==> config.mk <==
export PLATFORM = sky130hd
export DESIGN_NAME = shift_tx_ctrl
export DESIGN_NICKNAME = d
export VERILOG_FILES = /design/src/rtl/shift_tx_pkg.sv /design/src/rtl/shiftr_reg.sv /design/src/rtl/shift_tx_ctrl.sv
export SDC_FILE = /design/constraint.sdc
export NUM_CORES = 1
export LEC_CHECK = 0
export CAP_MARGIN = 10
export CORE_AREA = 2 2 40 60
export DETAILED_ROUTE_END_ITERATION = 16
export DIE_AREA = 0 0 42 62
export PLACE_DENSITY = 0.65
export SYNTH_ARGS = -nofsm -noshare
export SYNTH_HDL_FRONTEND = slang
export SYNTH_SLANG_ARGS = --single-unit
==> constraint.sdc <==
create_clock -name clk -period 1.5 [get_ports clk]
set_clock_uncertainty 0.1 [all_clocks]
set_input_delay 0.45 -clock clk [delete_from_list [all_inputs] [get_ports clk]]
set_output_delay 0.45 -clock clk [all_outputs]
set_load 0.02 [all_outputs]
==> src/rtl/shift_tx_pkg.sv <==
// Shared types and constants for the serial transmitter.
// Define SHIFT_TX_PARITY_EN to add the parity state.
package shift_tx_pkg;

`ifdef SHIFT_TX_PARITY_EN
  typedef enum logic [1:0] {
    ST_IDLE,
    ST_SHIFT,
    ST_PAR,
    ST_DONE
  } state_e;
`else
  typedef enum logic [1:0] {
    ST_IDLE,
    ST_SHIFT,
    ST_DONE
  } state_e;
`endif

  // Level driven on the serial line whenever no data or parity bit is on it.
  localparam logic IDLE_LEVEL = 1'b1;

endpackage

==> src/rtl/shiftr_reg.sv <==
// Right-shift register with parallel load; bit 0 is the serial output.
module shiftr_reg #(
  parameter int WIDTH = 8
) (
  input  logic             clk,
  input  logic             rst,
  input  logic             load_i,
  input  logic             en_i,
  input  logic             si_i,
  input  logic [WIDTH-1:0] d_i,
  output logic             lsb_o
);

  logic [WIDTH-1:0] sr_q;

  // NOTE: sequential state uses non-blocking assignments so every flop samples pre-edge values.
  always_ff @(posedge clk or posedge rst) begin
    if (rst) begin
      sr_q <= '0;
    end else if (en_i) begin
      sr_q <= load_i ? d_i : {si_i, sr_q[WIDTH-1:1]};
    end
  end

  assign lsb_o = sr_q[0];

endmodule

==> src/rtl/shift_tx_ctrl.sv <==
// Parallel-to-serial transmitter, LSB first, DIV clocks per bit, one-cycle done pulse.
// Define SHIFT_TX_PARITY_EN to append an even-parity bit after the data bits.
module shift_tx_ctrl
  import shift_tx_pkg::*;
#(
  parameter int WIDTH = 8,
  parameter int DIV   = 4
) (
  input  logic             clk,
  input  logic             rst,
  input  logic             start,
  input  logic [WIDTH-1:0] din,
  output logic             ready,
  output logic             busy,
  output logic             done,
  output logic             so
);

  localparam int DIV_W = (DIV > 1) ? $clog2(DIV) : 1;
  localparam int BIT_W = $clog2(WIDTH);
  localparam logic [DIV_W-1:0] DIV_LAST = DIV_W'(DIV - 1);
  localparam logic [BIT_W-1:0] BIT_LAST = BIT_W'(WIDTH - 1);

  state_e           state_q, state_d;
  logic [DIV_W-1:0] div_cnt_q, div_cnt_d;
  logic [BIT_W-1:0] bit_cnt_q, bit_cnt_d;
  logic             load;
  logic             shift_en;
  logic             div_wrap;
  logic             sr_lsb;

  assign div_wrap = (div_cnt_q == DIV_LAST);

  // NOTE: asynchronous reset brings the line to idle immediately, even without a clock edge.
  always_ff @(posedge clk or posedge rst) begin
    if (rst) begin
      state_q   <= ST_IDLE;
      div_cnt_q <= '0;
      bit_cnt_q <= '0;
    end else begin
      state_q   <= state_d;
      div_cnt_q <= div_cnt_d;
      bit_cnt_q <= bit_cnt_d;
    end
  end

`ifdef SHIFT_TX_PARITY_EN
  logic parity_q;

  // Parity is taken from din at acceptance so later din changes cannot leak in.
  always_ff @(posedge clk or posedge rst) begin
    if (rst) begin
      parity_q <= 1'b0;
    end else if (load) begin
      parity_q <= ^din;
    end
  end
`endif

  always_comb begin
    // NOTE: every output gets a default first so no path through the case infers a latch.
    state_d   = state_q;
    div_cnt_d = div_cnt_q;
    bit_cnt_d = bit_cnt_q;
    load      = 1'b0;
    shift_en  = 1'b0;
    ready     = 1'b0;
    busy      = 1'b0;
    done      = 1'b0;
    so        = IDLE_LEVEL;

    case (state_q)
      ST_IDLE: begin
        ready = 1'b1;
        if (start) begin
          load      = 1'b1;
          div_cnt_d = '0;
          bit_cnt_d = '0;
          state_d   = ST_SHIFT;
        end
      end

      ST_SHIFT: begin
        busy = 1'b1;
        so   = sr_lsb;
        if (div_wrap) begin
          div_cnt_d = '0;
          shift_en  = 1'b1;
          bit_cnt_d = bit_cnt_q + BIT_W'(1);
          if (bit_cnt_q == BIT_LAST) begin
`ifdef SHIFT_TX_PARITY_EN
            state_d = ST_PAR;
`else
            state_d = ST_DONE;
`endif
          end
        end else begin
          div_cnt_d = div_cnt_q + DIV_W'(1);
        end
      end

`ifdef SHIFT_TX_PARITY_EN
      ST_PAR: begin
        busy = 1'b1;
        so   = parity_q;
        if (div_wrap) begin
          div_cnt_d = '0;
          state_d   = ST_DONE;
        end else begin
          div_cnt_d = div_cnt_q + DIV_W'(1);
        end
      end
`endif

      ST_DONE: begin
        busy    = 1'b1;
        done    = 1'b1;
        state_d = ST_IDLE;
      end

      default: begin
        state_d = ST_IDLE;
      end
    endcase
  end

  shiftr_reg #(
    .WIDTH(WIDTH)
  ) u_shiftr (
    .clk   (clk),
    .rst   (rst),
    .load_i(load),
    .en_i  (load | shift_en),
    .si_i  (1'b0),
    .d_i   (din),
    .lsb_o (sr_lsb)
  );

endmodule

Word-level counts from Yosys, hierarchy flattened
Index checks and enable logic that the tools add are counted.
Storage, ports and cells
  output and inout bits: 4
  memories kept: 0
  bits in writable memories: 0
  flip-flop bits (word level): 15
  input port bits: 11
  bits in latches: 0
  memory bits (read-only): 0
Cells by class
  $lt $le $gt $ge: 0
  muxes and demuxes: 19
  bitwise gates (word level): 1
  add/sub/neg operators: 2
  divide/modulo/power cells: 0
  reduce and logical (&&, ||, !) cells: 6
  multipliers: 0
  shift-type cells: 0
  equality and inequality tests: 7
Operators with widths (number)
  $mux W2: 5
  $mux W1: 8
  $mux W8: 1
  $pmux W2 S2: 2
  $mux W3: 2
  $ne A2 B2 Y1 const B: 3
  $pmux W3 S2: 1
  $reduce_and A3 Y1: 2
  $eq A2 B2 Y1 const B: 2
  $add A3 B1 Y3 const B: 1
  $eq A3 B3 Y1 const B: 1
  $add A2 B1 Y2 const B: 1
  $eq A2 B1 Y1 const B: 1
  $logic_not A2 Y1: 1
  $reduce_and A2 Y1: 1
  $reduce_bool A2 Y1: 1
  $reduce_or A2 Y1: 1
  $or A1 B1 Y1: 1

Longest topological paths before layout
  depth in word-level cells: 4
  gate-level depth with buffers: 7

Cells and area by module
From an unflattened synthesis, not the netlist that was laid out.
Unflattened totals
  cell total of the unflattened synthesis: 80
  area total of the unflattened synthesis: 839.6 µm²
By module, submodules not included
  shift_tx_ctrl: area each 451.7 µm², instances 1, sequential area each 175.2 µm², cells each 44
  shiftr_reg: area each 387.9 µm², instances 1, sequential area each 200.2 µm², cells each 36

Least setup slack after synthesis
No wires, ideal clock.
  path kind: register to register
  from: register state_q[0]
  to: register state_q[1]
  library setup time: 125 ps
  cell stages (with the launch flop): 6
  arrival time: 1409 ps
  buffers on the path: 0
  period minus slack after synthesis: 1634 ps
  setup slack: -134 ps
  cells stage by stage: dfrtp_1 -> inv_1 -> ha_1 -> and2b_4 -> nor2_1 -> mux2_4
On the way
  longest elaborated chain between the ends: 3
RTL lines
  start, declared: RTL line shift_tx_ctrl.sv:24  | state_e state_q, state_d;
  start signal, assigned: RTL line shift_tx_ctrl.sv:41  | state_q <= state_d;
  $eq A2 B1 Y1 or $logic_not A2 Y1 (tied branches): RTL line shift_tx_ctrl.sv:72  | case (state_q)
  $ne A2 B2 Y1 (no source line)
  $reduce_and A3 Y1 (no source line)
Parallel ways exist; a longest one is shown, timed or not.
A chain may end at the register's enable or synchronous reset.

Worst setup path after layout
  from: register state_q[0]
  to: output so
On the way
  longest elaborated chain between the ends: 2
RTL lines
  $eq A2 B1 Y1: RTL line shift_tx_ctrl.sv:72
  $mux W1: RTL line shift_tx_ctrl.sv:72
  end, declared: RTL line shift_tx_ctrl.sv:16  | output logic so
No other way between the ends.

==> flow_summary.toml <==
[logic_synthesis]
async_flop_share_pct = 100
ys_seq_area_share_pct = 42.7
synth_top_area_share_pct = 42.7
yosys-top-cells-area = "dfrtp_1 43%, mux2i_1 10%, ha_1 10%, o21ai_0 6.8%, nand2_1 3.8%"
yosysMostFrequentCell = "dfrtp_1"
yosys_warnings = 0
synthAdderAreaFrac_pct = 9.97
synth_area_um2 = 878
synth-simple-area-share_pct = 13.1
synth_compound_area_share_pct = 15.2
synth_top_area_cell = "dfrtp_1"
synth_top_flop_cell = "dfrtp_1"
synth_edf_count = 0
syn_area_per_cell_um2 = 10.2
synth.distinct_cells = 26
synthesis.nets = 104
synth_mux_area_share_pct = 13.2
synth_commonest_cells = "15 x dfrtp_1, 12 x o21ai_0, 9 x mux2i_1, 9 x nand2_1, 7 x ha_1"
synth_seq_cells = 15
synth_xor_area_share_pct = 0
synth_top_family_by_area = "compound AO/OA/AOI/OAI gates"
syn_inst = 86

[route]
remaining_drc_errors = 0
totalWireLength_um = 1960
avgRoutedWirePerCell_um = 13.4
drt_pass1_iterations = 4
drt_iter0_markers = 12
vias = 777
avgViaCountPerCell = 5.29
postRouteAntennaNets = 0

[placement]
hpwl_um = 1380
dp_slack_ns = -0.409
place.gp.congestion = 0.812
portBuffers = 14

[global_routing]
grt_pass1_wl_um = 3350
grt_antenna_before_repair = 0
grt_overflow = 0
grt_pass1_vias = 776
grtUsageTotal_pct = 17.0
grt_max_degree = 17

[clock_tree]
ctsHoldBuffers = 0
clock_latency_ns = 0.28
clkSinkCount = 15
cts.path.max_buffers = 2
clkTransAtPathRegs_ns = 0.08
cts-htree-levels = 1
cts_buffers = 3
cts-root-buf = "clkbuf_4"
cts_tree = "yes"

[setup_path]
critPathLaunchType = "flip-flop"
endpoint_kind = "output port"
path_delay_family = "flip-flops"
cp_num_buf_inv = 2
worstPathCellList = "buf_6, ha_4, nand2b_4, buf_6"
critPathSlowestCell = "dfrtp_1"
crit_top_cell = "buf_6"
slowest_delay_ns = 0.43
worstSetupPathType = "flip-flop to output port"
arrival_ns = 1.18
crit_fanout = 3
cp.required_ns = 0.95

[layout]
multi_input_area_um2 = 562
fillerInstances = 175
antenna_cells = 0
fin_nets = 143
layout-drive-gt1-share_pct = 42.7
layout.area.seq_um2 = 375
area_delta_synth_final_pct = 57.3

[timing]
rsz0062_at_grt = "true"
max_freq_mhz = 579
finalSetupViolCount = 19
timing.final.crit_share_pct = 115
slew_headroom_pct = 87.2
maxSlewViolCount = 0
fin_tns_setup_ns = -1.24
layout_setup_ws_ns = -0.227
worstMarginPinSlew_ns = 0.191
hold_violations = 0
holdWs_ns = 0.358
layout_min_cycle_time_ns = 1.73

[floorplan]
core_area_mm2 = 0.00213
ios = 15
die-area_mm2 = 0.00260
die_w_um = 42
rows = 21
initial_core_util_pct = 41.3
dieHeight_um = 62

[pwr]
leakagePower_nw = 0.668
irDropWorstVdd_v = 0.00105
cellPowerDensity_mw_per_mm2 = 1890

[min_path]
hold_class = "primary input to asynchronous set/reset pin"

[run_status]
violations = "setup timing"
status = "complete, but fails checks"

[job]
maxCapViolCount = 0
final cells by class:
class / count / share of cell area (%)
multi-input combinational: 63 / 40.7
sequential: 15 / 27.2
timing repair buffer: 37 / 26.8
tap: 23 / 2.08
clock buffer: 4 / 1.90
inverter: 5 / 1.36
path summary, 6_finish.rpt:
check	slack (ns)	to	cells after the start	startpoint
max	-0.23	so	4	state_q[0]$_DFFE_PP0P_
min	0.36	u_shiftr.sr_q[3]$_DFFE_PP0P_	3	rst
max reg2reg	-0.18	state_q[1]$_DFFE_PP0P_	6	state_q[0]$_DFFE_PP0P_
min reg2reg	0.43	u_shiftr.sr_q[7]$_DFFE_PP0P_	2	u_shiftr.sr_q[7]$_DFFE_PP0P_
max in group asynchronous	0.77	bit_cnt_q[1]$_DFFE_PP0P_	3	rst
min in group clk	0.43	u_shiftr.sr_q[7]$_DFFE_PP0P_	2	u_shiftr.sr_q[7]$_DFFE_PP0P_
cell families (layout without fill, tap and decap cells):
logic type	Yosys count	after routing
AOI/OAI and AO/OA	22	22
adders and majority gates	7	7
buffers and inverters	9	46
DFF	15	15
muxes	11	11
and+or+nand+nor	22	23
per-layer routing:
metal | global-route usage (%) | part of all wire [%] | vias to the layer above | routed length (µm)
met3 | 3.47 | 3.2 | 6 | 62
met4 | 10.6 | 2.6 | 0 | 52
met1 | 19.2 | 37 | 372 | 725
li1 | - | - | 379 | -
met5 | 0 | 0 | - | 0
met2 | 29.9 | 57 | 20 | 1120
metrics by stage:
| stage | power (W) | std cells | instance area (µm²) | utilization, % |
|---|---|---|---|---|
| floorplan | 0.00144 | 86 | 891 | - |
| global placement | 0.00190 | 134 | 1180 | 55.4 |
| detailed placement | 0.00194 | 134 | 1180 | 55.4 |
| CTS | 0.00252 | 145 | 1340 | 62.7 |
| global route | 0.00282 | 147 | 1380 | 64.9 |
| finish | 0.00261 | 147 | 1380 | 64.9 |
state kept, by name, indices dropped and copies added (netlist names):
signal	cells
state_q	2
div_cnt_q	2
u_shiftr.sr_q	8
bit_cnt_q	3
timing repair:
item | 4_1_cts | 5_1_grt
pin swaps | 7 | 1
buffers inserted | 7 | 2
endpoints found under the setup margin | 18 | 19
gates cloned | 0 | 1
resized for setup | 49 | 13
where the power goes:
part	internal [W]	switching, W	total (W)
sequential	0.000579	0.000103	0.000682
clock	0.000103	0.000125	0.000228
combinational	0.000936	0.000761	0.00170
cells in the final DEF (no fill, tap or decap), types with 3 or more instances in the layout:
cell | synthesis | final
o21ai_2 | 0 | 3
dfrtp_1 | 15 | 15
ha_4 | 0 | 3
o21ai_1 | 1 | 9
buf_12 | 0 | 3
clkbuf_4 | 0 | 3
nand2_1 | 9 | 9
buf_4 | 2 | 16
mux2i_1 | 9 | 9
clkdlybuf4s50_1 | 0 | 10
nor2_1 | 3 | 3
inv_1 | 5 | 3
buf_6 | 1 | 8
ha_1 | 7 | 3
worst reg2reg max path, stage by stage, from the launching register on:
cell and delay (ns):
dfrtp_1 0.43, buf_6 0.14, ha_4 0.17, buf_6 0.14
a21boi_2 0.16, nor2_1 0.13, mux2_4 0.31
Note: power is estimated with default switching activity, not from simulation.
==> RTL edit 1 (same flow settings) <==
Encoding of `state_e`: now one-hot (3 bits for 3 states).
--- a/src/rtl/shift_tx_pkg.sv
+++ b/src/rtl/shift_tx_pkg.sv
@@ -12,6 +12,6 @@
 `else
-  typedef enum logic [1:0] {
-    ST_IDLE,
-    ST_SHIFT,
-    ST_DONE
+  typedef enum logic [2:0] {
+    ST_IDLE  = 3'b001,
+    ST_SHIFT = 3'b010,
+    ST_DONE  = 3'b100
   } state_e;
Formal check against the unedited RTL: no difference found for any inputs over 10 cycles, from zero or initial values and one cycle with rst high; not proved beyond that.
==> RTL edit 1 against the original RTL <==
  * The flow still finishes with violations (negative setup slack)
  * Highest routed layer unchanged
  * Hold slack worse by 3.4 ps
  * Sequential cell count rose by 1
  * Routed wire length fell by 21%
  * Combinational power decreased by 50%
  * Cell count fell by 20%
  * Cell area shrank 16%
  * Area after synthesis is 15% lower
  * Setup slack worse by 140 ps
  * Critical path type unchanged
  * Total power fell by 30%
  * Fmax decreased by 7.4%
==> RTL edit 1: results (changes against the original RTL) <==
drive_above_1_share: 0.432  # was 0.427
gp_congestion: 0.741  # was 0.812
setup_viol: 13  # was 19
grt_max_degree: 17  # unchanged
wire_per_inst_um: 13.2  # was 13.4 µm
syn-num-nets: 80  # was 104
clkSlewWorstSetupHoldPaths_ps: 100  # was 80 ps
synth_seq_area_share: 0.539  # was 0.427
root_buffer: "clkbuf_4"  # unchanged
leakage_nw: 0.530  # was 0.668 nW
grtUsageTotal: 0.131  # was 0.170
irDropWorstVdd_mv: 0.729  # was 1.05 mV
place_ws_ps: -474  # was -409 ps
nFillCells: 184  # was 175
portBuffers: 14  # unchanged
max_stage_delay_ps: 610  # was 430 ps
final_cells: 118  # was 147
first_global_vias: 598  # was 776
postSynthAreaPerCell_um2: 11.3  # was 10.2 µm²
fin_ws_ps: -366  # was -227 ps
vias_per_cell: 5.08  # was 5.29
worst_pin_slew_ps: 199  # was 191 ps
status: "finished with violations"  # unchanged
first_pass_iters: 3  # was 4
synth.distinct_cells: 22  # was 26
numPlacedInstances: 109  # was 134
synth_area_leaders: "dfrtp_1 50%, a21oi_1 6.1%, o22ai_1 5.9%"  # was dfrtp_1 43%, mux2i_1 10%, ha_1 10%
crit_fanout: 4  # was 3
violations: "negative setup slack"  # unchanged
num_antenna_cells: 0  # unchanged
yosysWarnings: 0  # unchanged
largestRegisters: "u_shiftr.sr_q (8), bit_cnt_q (3), state_q (3)"  # was u_shiftr.sr_q (8), bit_cnt_q (3)
drt_iter0_markers: 2  # was 12
max-clock-path-buffers: 2  # unchanged
synth_commonest_cells: "15 x dfrtp_1, 9 x a21oi_1, 8 x inv_1"  # was 15 x dfrtp_1, 12 x o21ai_0, 9 x mux2i_1, 9 x nand2_1, 7 x ha_1
grt_pass1_wl_um: 2460  # was 3350 µm
hold_class: "in2async"  # unchanged
crit_slowest_cell: "dfstp_2"  # was dfrtp_1
hpwl_um: 1040  # was 1380 µm
clock_latency_ps: 290
crit_arrival_ps: 1320  # was 1180 ps
[RTL edit 1: cell count changes in the layout (fill, tap and decap cells not counted), sizes merged, moves of 4 or more]
| cell | before | now |
|---|---|---|
| a21oi | 3 | 9 |
| buf | 27 | 16 |
| ha | 7 | 3 |
| mux2i | 9 | 1 |
| nand2 | 10 | 4 |
| o21ai | 13 | 1 |
| o22ai | 0 | 7 |
[RTL edit 1: stage by stage]
stage          total power [mW]  setup TNS, ps  area (µm²)
6_report                   1.81          -1640        1150
5_1_grt                    1.94          -2620        1150
4_1_cts                    1.63          -1370        1030
3_5_place_dp               1.33          -3600         978
3_3_place_gp               1.31          -3500         978
2_1_floorplan              1.10          -12.3         769
[RTL edit 1: power by group]
group | switching [mW] | internal [mW] | leakage (nW)
clock | 0.131 | 0.103 | 0.0150
combinational | 0.366 | 0.488 | 0.324
sequential | 0.129 | 0.597 | 0.191
total | 0.626 | 1.19 | 0.530
[RTL edit 1: worst paths after layout]
check                                               from                           end  slack [ps]  cells past startpoint
worst min-delay path                                 rst  u_shiftr.sr_q[1]$_DFFE_PP0P_         350                      3
max in group asynchronous                            rst        state_q[0]$_DFFE_PP1P_         690                      3
min in group clk                bit_cnt_q[1]$_DFFE_PP0P_      bit_cnt_q[1]$_DFFE_PP0P_         410                      1
worst max register to register    state_q[0]$_DFFE_PP1P_      bit_cnt_q[2]$_DFFE_PP0P_        -110                      5
worst min register to register  bit_cnt_q[1]$_DFFE_PP0P_      bit_cnt_q[1]$_DFFE_PP0P_         410                      1
worst max-delay path              state_q[0]$_DFFE_PP1P_                          busy        -370                      3
[RTL edit 1: logic make-up (layout without fill, tap and decap cells)]
| kind of cell | count (synthesis) | count (layout) | share of synthesized area |
|---|---|---|---|
| AOI/OAI and AO/OA | 21 | 21 | 0.176 |
| DFF | 16 | 16 | 0.540 |
| and+or+nand+nor | 14 | 15 | 0.143 |
| buffers and inverters | 11 | 39 | 0.0773 |
| adders and majority gates | 3 | 3 | 0.0504 |
| muxes | 1 | 1 | 0.0134 |
[RTL edit 1: timing repair]
action                     4_1_cts  5_1_grt
buffers inserted                 3        1
hold endpoints to repair         0        0
gates resized for setup         18       19
pin swaps                        5        2
cloned                           0        2
setup endpoints to repair        6       17
[RTL edit 1: routing by layer]
| layer | up-vias | GRT usage | wire, µm |
|---|---|---|---|
| li1 | 293 | - | - |
| met1 | 288 | 0.142 | 644 |
| met2 | 13 | 0.232 | 818 |
| met3 | 5 | 0.0260 | 52 |
| met4 | 0 | 0.0968 | 46 |
| met5 | - | 0 | 0 |
[RTL edit 1: cell type report]
class                      count  share of cell area
sequential                    16               0.350
clock buffer                   4              0.0228
multi-input combinational     40               0.357
tap                           23              0.0249
timing repair buffer          27               0.219
inverter                       8              0.0260
==> RTL edit 2 (same flow settings) <==
Made on the original files. `WIDTH` is set to 8 in 2 places; all go to 4.
--- a/src/rtl/shiftr_reg.sv
+++ b/src/rtl/shiftr_reg.sv
@@ -2,3 +2,3 @@
 module shiftr_reg #(
-  parameter int WIDTH = 8
+  parameter int WIDTH = 4
 ) (
--- a/src/rtl/shift_tx_ctrl.sv
+++ b/src/rtl/shift_tx_ctrl.sv
@@ -5,3 +5,3 @@
 #(
-  parameter int WIDTH = 8,
+  parameter int WIDTH = 4,
   parameter int DIV   = 4
Ports: changed (resized din); port bits go from 15 to 11. No check against the original RTL was run, so the function may have changed too.
==> RTL edit 2 against the original RTL <==
  * The run still ends with negative setup slack left
  * Cell area shrank 26%
  * Setup slack gained 32 ps
  * Clock power shrank 21%
  * Sequential cell count shrank 5
  * Cell count shrank 26%
  * Total power shrank 23%
  * Routed wire length shrank 32%
  * Area after synthesis shrank 32%
  * Fmax grew 1.9%
  * Largest power group unchanged
==> RTL edit 2: results (changes against the original RTL) <==
status: "finished with violations"  # unchanged
violations: "negative setup slack"  # unchanged
num_antenna_cells: 0  # unchanged
max_stage_delay_ps: 400  # was 430 ps
synth_commonest_cells: "10 x dfrtp_1, 8 x ha_1, 5 x inv_1, 5 x nor2_1, 4 x mux2i_1"  # was 15 x dfrtp_1, 12 x o21ai_0, 9 x mux2i_1, 9 x nand2_1, 7 x ha_1
synth_area_leaders: "dfrtp_1 42%, ha_1 17%, mux2i_1 6.8%"  # was dfrtp_1 43%, mux2i_1 10%, ha_1 10%
yosysWarnings: 0  # unchanged
portBuffers: 10  # was 14
fin_tns_setup_ps: -929  # was -1240 ps
setup_viol: 7  # was 19
first_pass_iters: 4  # unchanged
hold_class: "in2async"  # unchanged
crit_slowest_cell: "dfrtp_1"  # unchanged
dr_total_vias: 509  # was 777
gp_congestion: 0.756  # was 0.812
leakage_nw: 0.506  # was 0.668 nW
largest_reg_flops: 4  # was 8
seq_cell_power_mw: 0.477  # was 0.682 mW
grt_max_degree: 11  # was 17
cts_buffers: 3  # unchanged
wire_per_inst_um: 12.3  # was 13.4 µm
power_density_mw_per_mm2: 1980  # was 1890 mW/mm²
place_ws_ps: -377  # was -409 ps
cts_resized: 31  # was 49
syn-num-nets: 69  # was 104
crit_family: "flip-flops"  # unchanged
crit_arrival_ps: 1150  # was 1180 ps
maxSlewHeadroom: 0.738  # was 0.872
synth.distinct_cells: 18  # was 26
grt_pass1_wl_um: 2370  # was 3350 µm
postSynthAreaPerCell_um2: 11.0  # was 10.2 µm²
hpwl_um: 965  # was 1380 µm
placed_area_um2: 845  # was 0.00118 mm²
htree_levels: 1  # unchanged
crit_fanout: 2  # was 3
clkSlewWorstSetupHoldPaths_ps: 60  # was 80 ps
powerComb_mw: 1.36  # was 1.70 mW
grtUsageTotal: 0.128  # was 0.170
max-clock-path-buffers: 2  # unchanged
first_global_vias: 561  # was 776
drive_above_1_share: 0.512  # was 0.427
nNetsFinal: 103  # was 143
clock_latency_ps: 270
irDropWorstVdd_mv: 1.10  # was 1.05 mV
fin_ws_ps: -196  # was -227 ps
root_buffer: "clkbuf_4"  # unchanged
postCtsSetupRepairBufs: 6  # was 7
top_register: "u_shiftr.sr_q"  # unchanged
vias_per_cell: 4.67  # was 5.29
ys_async_sr_fraction: 1.00  # unchanged
drt_iter0_markers: 14  # was 12
antenna_found_initial: 0  # unchanged
swShare: 0.374  # was 0.379
synth_seq_area_share: 0.422  # was 0.427
## RTL edit 2: cell types whose count changed after synthesis, sizes merged, moves of 4 or more
cell / change
o21ai: -12
nand2: -6
dfrtp: -5
mux2i: -5
buf: -4
## RTL edit 2: worst paths after layout
| check | startpoint | endpoint | slack, ps | cells past startpoint |
|---|---|---|---|---|
| max | state_q[1]$_DFFE_PP0P_ | done | -200 | 3 |
| min | rst | u_shiftr.sr_q[3]$_DFFE_PP0P_ | 360 | 2 |
| max reg2reg | state_q[0]$_DFFE_PP0P_ | bit_cnt_q[0]$_DFFE_PP0P_ | -130 | 6 |
| min reg2reg | u_shiftr.sr_q[3]$_DFFE_PP0P_ | u_shiftr.sr_q[3]$_DFFE_PP0P_ | 410 | 2 |
| max in group asynchronous | rst | state_q[1]$_DFFE_PP0P_ | 660 | 2 |
| min in group clk | u_shiftr.sr_q[3]$_DFFE_PP0P_ | u_shiftr.sr_q[3]$_DFFE_PP0P_ | 410 | 2 |
## RTL edit 2: metal layers
metal / GRT usage / part of all wire
met3: 0.0173 / 0.022
met5: 0 / 0
met2: 0.248 / 0.58
met4: 0.111 / 0.043
met1: 0.117 / 0.36
## RTL edit 2: final cells by class
| cell class | count | area [µm²] |
|---|---|---|
| fillers | 202 | 1110 |
| repair buffers | 29 | 274 |
| flip-flops and latches | 10 | 250 |
| multi-input cells | 39 | 422 |
| clock buffers | 3 | 22.5 |
| inverters | 5 | 21.3 |
| well taps | 23 | 28.8 |
## RTL edit 2: cells by family (layout without fill, tap and decap cells)
family	count (synthesis)	after routing	share of synthesized area
and+or+nand+nor	15	15	0.133
buffers and inverters	5	37	0.0316
muxes	6	6	0.112
DFF	10	10	0.422
AOI/OAI and AO/OA	10	10	0.133
adders and majority gates	8	8	0.169
